### config.mk
export PLATFORM = sky130hd
export DESIGN_NAME = word16_serial_tx
export DESIGN_NICKNAME = d
export VERILOG_FILES = /design/src/rtl/word16_serial_tx_pkg.sv /design/src/rtl/word16_serial_tx_timer.sv /design/src/rtl/word16_serial_tx.sv
export SDC_FILE = /design/constraint.sdc
export NUM_CORES = 1
export LEC_CHECK = 0
export ABC_AREA = 1
export CORE_MARGIN = 2
export CORE_UTILIZATION = 62
export DETAILED_ROUTE_END_ITERATION = 8
export DONT_BUFFER_PORTS = 1
export PLACE_DENSITY = 0.81
export SLEW_MARGIN = 0
export SYNTH_ARGS = -nofsm -noshare
export SYNTH_HDL_FRONTEND = slang
export SYNTH_SLANG_ARGS = --single-unit
### constraint.sdc
create_clock -name clk_i -period 2.1 [get_ports clk_i]
set_input_delay 0.21 -clock clk_i [delete_from_list [all_inputs] [get_ports clk_i]]
set_output_delay 0.21 -clock clk_i [all_outputs]
set_load 0.02 [all_outputs]
### src/rtl/word16_serial_tx_pkg.sv
// Shared definitions for the 16-bit word serial link: FSM encodings, line levels, parity sense.
package word16_serial_tx_pkg;

  localparam int unsigned DEF_WIDTH   = 16;
  localparam int unsigned DEF_BIT_DIV = 4;

  typedef enum logic [2:0] {
    ST_IDLE   = 3'd0,
    ST_START  = 3'd1,
    ST_DATA   = 3'd2,
    ST_PARITY = 3'd3,
    ST_STOP   = 3'd4
  } tx_state_e;

  localparam logic LINE_IDLE  = 1'b1;
  localparam logic LINE_START = 1'b0;
  localparam logic LINE_STOP  = 1'b1;

  // 1 = odd parity (ones in data+parity is odd), 0 = even
  localparam logic PARITY_ODD = 1'b1;

  // Counter width that stays legal for a terminal count of 1
  function automatic int unsigned cnt_width(input int unsigned n);
    return (n > 1) ? $clog2(n) : 1;
  endfunction

endpackage

### src/rtl/word16_serial_tx_timer.sv
// Bit-period timer: tick on the last cycle of every BIT_DIV-cycle bit, tick_pre one cycle earlier.
module serial_bit_timer
  import word16_serial_tx_pkg::*;
#(
  parameter int unsigned BIT_DIV = DEF_BIT_DIV
) (
  input  logic clk_i,
  input  logic rst_i,
  input  logic run,
  output logic tick,
  output logic tick_pre
);

  localparam int unsigned CW = cnt_width(BIT_DIV);
  localparam logic [CW-1:0] CNT_LAST = CW'(BIT_DIV - 1);
  localparam logic [CW-1:0] CNT_PRE  = (BIT_DIV > 1) ? CW'(BIT_DIV - 2) : '0;

  logic [CW-1:0] r_cnt;

  // Restart whenever idle so every frame begins on a fresh bit period
  always_ff @(posedge clk_i) begin
    if (rst_i || !run || tick) begin
      r_cnt <= '0;
    end else begin
      r_cnt <= r_cnt + CW'(1);
    end
  end

  assign tick     = run && (r_cnt == CNT_LAST);
  assign tick_pre = (BIT_DIV > 1) && run && (r_cnt == CNT_PRE);

endmodule

### src/rtl/word16_serial_tx.sv
// Serial word transmitter: accepts a word on valid/ready and sends start, data MSB first, parity, stop.
module word16_serial_tx
  import word16_serial_tx_pkg::*;
#(
  parameter int unsigned WIDTH   = DEF_WIDTH,
  parameter int unsigned BIT_DIV = DEF_BIT_DIV
) (
  input  logic             clk_i,
  input  logic             rst_i,
  input  logic [WIDTH-1:0] dat_i,
  input  logic             valid_i,
  output logic             ready_o,
  output logic             tx_o,
  output logic             busy_o,
  output logic             frame_done_o
);

  localparam int unsigned BW = $clog2(WIDTH);
  localparam logic [BW-1:0] BIT_LAST = BW'(WIDTH - 1);

  tx_state_e        r_state;
  tx_state_e        w_state_next;
  logic [WIDTH-1:0] r_shreg;
  logic [WIDTH-1:0] w_shreg_next;
  logic [BW-1:0]    r_bitcnt;
  logic [BW-1:0]    w_bitcnt_next;
  logic             r_parity;
  logic             w_parity_next;
  logic             r_tx;
  logic             w_tx_next;
  logic             r_busy;
  logic             r_done;
  logic             w_done_next;
  logic             w_run;
  logic             w_tick;
  logic             w_tick_pre;
  logic             w_accept;

  assign w_run    = (r_state != ST_IDLE);
  assign ready_o  = (r_state == ST_IDLE) && !rst_i;
  assign w_accept = valid_i && ready_o;

  serial_bit_timer #(
    .BIT_DIV(BIT_DIV)
  ) u_timer (
    .clk_i   (clk_i),
    .rst_i   (rst_i),
    .run     (w_run),
    .tick    (w_tick),
    .tick_pre(w_tick_pre)
  );

  // Next state, shifter and bit counter
  always_comb begin
    w_state_next  = r_state;
    w_shreg_next  = r_shreg;
    w_bitcnt_next = r_bitcnt;
    w_parity_next = r_parity;
    case (r_state)
      ST_IDLE: begin
        if (w_accept) begin
          w_state_next  = ST_START;
          w_shreg_next  = dat_i;
          w_bitcnt_next = '0;
          w_parity_next = PARITY_ODD ? ~^dat_i : ^dat_i;
        end
      end
      ST_START: begin
        if (w_tick) w_state_next = ST_DATA;
      end
      ST_DATA: begin
        if (w_tick) begin
          if (r_bitcnt == BIT_LAST) begin
            w_state_next  = ST_PARITY;
            w_bitcnt_next = '0;
          end else begin
            w_bitcnt_next = r_bitcnt + BW'(1);
            w_shreg_next  = {r_shreg[WIDTH-2:0], 1'b0};
          end
        end
      end
      ST_PARITY: begin
        if (w_tick) w_state_next = ST_STOP;
      end
      ST_STOP: begin
        if (w_tick) w_state_next = ST_IDLE;
      end
      default: begin
        w_state_next = ST_IDLE;
      end
    endcase
  end

  // Line level and done pulse are computed one cycle ahead so both leave flops
  always_comb begin
    w_tx_next = LINE_IDLE;
    case (w_state_next)
      ST_START:  w_tx_next = LINE_START;
      ST_DATA:   w_tx_next = w_shreg_next[WIDTH-1];
      ST_PARITY: w_tx_next = w_parity_next;
      ST_STOP:   w_tx_next = LINE_STOP;
      default:   w_tx_next = LINE_IDLE;
    endcase
    if (BIT_DIV == 1) begin
      w_done_next = (r_state == ST_PARITY) && w_tick;
    end else begin
      w_done_next = (r_state == ST_STOP) && w_tick_pre;
    end
  end

  always_ff @(posedge clk_i) begin
    if (rst_i) begin
      r_state  <= ST_IDLE;
      r_shreg  <= '0;
      r_bitcnt <= '0;
      r_parity <= 1'b0;
      r_tx     <= LINE_IDLE;
      r_busy   <= 1'b0;
      r_done   <= 1'b0;
    end else begin
      r_state  <= w_state_next;
      r_shreg  <= w_shreg_next;
      r_bitcnt <= w_bitcnt_next;
      r_parity <= w_parity_next;
      r_tx     <= w_tx_next;
      r_busy   <= (w_state_next != ST_IDLE);
      r_done   <= w_done_next;
    end
  end

  assign tx_o         = r_tx;
  assign busy_o       = r_busy;
  assign frame_done_o = r_done;

endmodule

==> results.sh <==
export IMPL_final_seq_area_sq_um=581
export IMPL_hold_slack_ns=0.0398
export IMPL_cell_by_cell_trace_of_the_critical_path="ha_1 > inv_2 > nor3_4 > buf_4 > nand2_1 > a31oi_1"
export IMPL_initial_utilization_pct=64.5
export IMPL_placedCellCount=299
export IMPL_cts_resized=0
export IMPL_clock_latency_ns=0.32
export IMPL_worstReg2RegEnd="r_shreg[4]"
export IMPL_boundaryPins=23
export IMPL_seq_power_share_pct=53.7
export IMPL_cellPowerDensity_nw_per_um2=604
export IMPL_grt_use_total_pct=23.1
export IMPL_synth_cell_area_sq_um=1760
export IMPL_cts_root_buffer="sky130_fd_sc_hd__clkbuf_4"
export IMPL_max_vdd_ir_drop_v=0.000465
export IMPL_mappedNetlistNets=297
export IMPL_route_antenna_remaining_nets=0
export IMPL_crit_required_ns=2.34
export IMPL_dp_final_hpwl_mm=2.38
export IMPL_startpoint_type="flip-flop"
export IMPL_clk_transition_reported_paths_ns=0.08
export IMPL_fp_coreArea_sq_um=2730
export IMPL_finalPower_uw=1100
export IMPL_level_count_of_the_clock_h_tree=2
export IMPL_hold_path_startpoint="dat_i[0]"
export IMPL_die_width_um=57.3
export IMPL_critical_path_arrival_ns=1.89
export IMPL_crit_fanout=9
export IMPL_placement_cell_area_sq_um=1760
export IMPL_cp_slowest_cell="sky130_fd_sc_hd__dfxtp_1"
export IMPL_report_final_slew_viol_count=0
export IMPL_antenna_violations_before_repair=0
export IMPL_floorplan_die_height_um=57.3
export IMPL_drt_vias_per_instance=5.04
export IMPL_grt_first_pass_wirelength_mm=6.05
export IMPL_ys_warn_count=0
export IMPL_route_detailed_drc=0
export IMPL_p_int_uw=800
export IMPL_routabilityCongestion=0.765
export IMPL_finalCriticalPeriod_ns=1.65
export IMPL_worstHoldEndpoint="r_shreg[0]"
export IMPL_cellLeakagePower_uw=0.000888
export IMPL_first_pass_drt_iterations=4
export IMPL_syn_avg_cell_area_sq_um=6.41
export IMPL_cts_sinks=29
export IMPL_fin_hold_viols=0
export IMPL_fp_dieArea_sq_um=3290
export IMPL_min_period_over_period_pct=78.7
export IMPL_place_port_buffers=0
export IMPL_power_net_switching_uw=303
export IMPL_rr_startpoint="u_timer.r_cnt[0]"
export IMPL_synth_area_leader_cell="sky130_fd_sc_hd__dfxtp_1"
export IMPL_n_fill_cell=246
export IMPL_multi_input_comb_area_sq_um=987
export IMPL_layout_drive_gt1_share_pct=10.1
export IMPL_dr_first_iter_drc_count=56
export IMPL_status="finished clean"
export IMPL_final_setup_skew_ns=0.00519
export IMPL_share_of_the_yosys_chip_area_belonging_to_registers_pct=32.9
export IMPL_share_comb_of_total_power_pct=16.0
export IMPL_min_delay_path_class="in2reg"
export IMPL_flow_area_growth_from_synthesis_pct=3.48
export IMPL_synth_seq_cells=29
export IMPL_antenna_cells=0
export IMPL_placement_rows=19
export IMPL_critical_path_class="reg2reg"
export IMPL_clk_path_buf_depth=2
export IMPL_synth_cell_types=32
export IMPL_final_area_sq_um=1820
export IMPL_power_switching_fraction_pct=27.5
export IMPL_r2r_setup_slack_ns=0.45
export IMPL_max_slew_margin_pct=39.0
export IMPL_setup_total_negative_slack_ns=0
export IMPL_via_count=1547
export IMPL_postCtsSetupBuffers=0
export IMPL_reg2regPathDepth=6
export IMPL_number_of_buffer_and_inverter_instances_along_the_worst_setup_path=2
export IMPL_grt_max_degree=25
export IMPL_cts_buffers=5
export IMPL_min_delay_path_depth=2
export IMPL_synth_largest_type_area_fraction_pct=32.9
export IMPL_grt_overflow_total=0
export IMPL_synth_cells=275
export IMPL_post_drt_wl_per_cell_um=10.4
export IMPL_layout_cells_non_filler=307
export IMPL_number_of_global_route_vias_before_repair=1461
export IMPL_ys_top_cells_by_area="sky130_fd_sc_hd__dfxtp_1 (33%), sky130_fd_sc_hd__nand2_1 (24%), sky130_fd_sc_hd__inv_1 (7.0%)"
export IMPL_power_clock_fraction_pct=30.3
export IMPL_critPathTopFamily="simple AND/OR/NAND/NOR gates"
export IMPL_max_stage_delay_ns=0.37
export IMPL_drt_total_wl_mm=3.19
export IMPL_end_kind="flip-flop"
export IMPL_cap_violations=0
export IMPL_maxClockFrequency_mhz=605
export IMPL_finalNetCount=298
export IMPL_unrepaired_setup_endpoints_after_global_routing="no"
export IMPL_worst_slew_pin_slew_ns=0.912
export IMPL_tritoncts="built"
export IMPL_total_of_endpoints_with_negative_setup_slack_in_the_final_report=0
[cells in the mapped netlist (all sizes together)]
cell type    n
o311ai       1
buf          5
nor3b        1
xnor2        3
a21oi       13
a22oi        7
clkbuf       3
ha           3
nor2        27
a211oi       2
dfxtp       29
nand3        7
xor2         2
o211ai       1
inv         38
o21ai        1
a31oi        8
nand2      119
or2          2
nor3         3
[power by group through the flow]
stage,logic (uW),registers [uW],clock network (uW)
after global routing,212,595,365
after detailed placement,169,604,0
final,177,592,334
after floorplan,159,601,0
after global placement,165,604,0
after CTS,178,592,349
[worst max-delay path by stage]
stage	from	endpoint	slack (ns)	cells past startpoint
2_1_floorplan	u_timer.r_cnt[0]	tx_o	0.61	8
3_3_place_gp	u_timer.r_cnt[0]	r_shreg[9]	0.52	6
3_5_place_dp	u_timer.r_cnt[0]	r_shreg[4]	0.46	6
4_1_cts	u_timer.r_cnt[0]	r_shreg[7]	0.44	6
5_1_grt	r_bitcnt[0]	tx_o	0.28	9
6_report	u_timer.r_cnt[0]	r_shreg[4]	0.45	6
[metal layers]
metal	up-vias	track usage, %	routed length, um
li1	854	-	-
met1	646	30.6	1550
met2	43	36.9	1420
met3	4	6.12	186
met4	0	7.31	32
met5	-	0	0
[cells by family after synthesis]
logic type	share of synthesized area, %
buffers and inverters	11.1
AND/OR/NAND/NOR	38.1
XOR/XNOR	2.48
AO/OA/AOI/OAI	13.3
adder cells (fa/ha/maj)	2.13
flip-flops	32.9
[layout by cell type (no fill, tap or decap), types with 3 or more instances in the layout]
master	instances
sky130_fd_sc_hd__a21oi_1	11
sky130_fd_sc_hd__a22oi_1	7
sky130_fd_sc_hd__a31oi_1	8
sky130_fd_sc_hd__clkbuf_4	5
sky130_fd_sc_hd__dfxtp_1	29
sky130_fd_sc_hd__ha_1	3
sky130_fd_sc_hd__inv_1	33
sky130_fd_sc_hd__inv_2	4
sky130_fd_sc_hd__nand2_1	115
sky130_fd_sc_hd__nand3_1	7
sky130_fd_sc_hd__nor2_1	24
sky130_fd_sc_hd__xnor2_1	3
[worst register-to-register path: cells and delay by family (launching register included)]
family | cells | cell delay, ns
buffers and inverters | 2 | 0.33
and+or+nand+nor | 2 | 0.39
adders and majority gates | 1 | 0.34
DFF | 1 | 0.37
AOI/OAI and AO/OA | 1 | 0.15
[registers in the layout (all words and copies together) (netlist names)]
| name | flops |
|---|---|
| r_parity | 1 |
| u_timer.r_cnt | 2 |
| r_bitcnt | 4 |
| tx_o | 1 |
| frame_done_o | 1 |
| r_state | 3 |
| r_shreg | 16 |
| busy_o | 1 |
[metrics by stage]
stage | setup slack (ns) | utilization [%]
final | 0.447 | 66.7
after global routing | 0.281 | 66.7
after CTS | 0.435 | 66.7
after detailed placement | 0.459 | 64.3
after global placement | 0.518 | 64.3
after floorplan | 0.613 | -
[cell type report]
| type | count | share of cell area (%) |
|---|---|---|
| multi-input cells | 200 | 54.1 |
| repair buffers | 2 | 0.960 |
| flip-flops and latches | 29 | 31.8 |
| inverters | 38 | 7.96 |
| well taps | 31 | 2.13 |
| clock buffers | 7 | 3.02 |
[what timing repair did]
action                                 CTS  global route
hold buffers                             1             0
endpoints found under the hold margin   24             0
setup endpoints to repair                0             0
(Power assumes the default switching activity.)
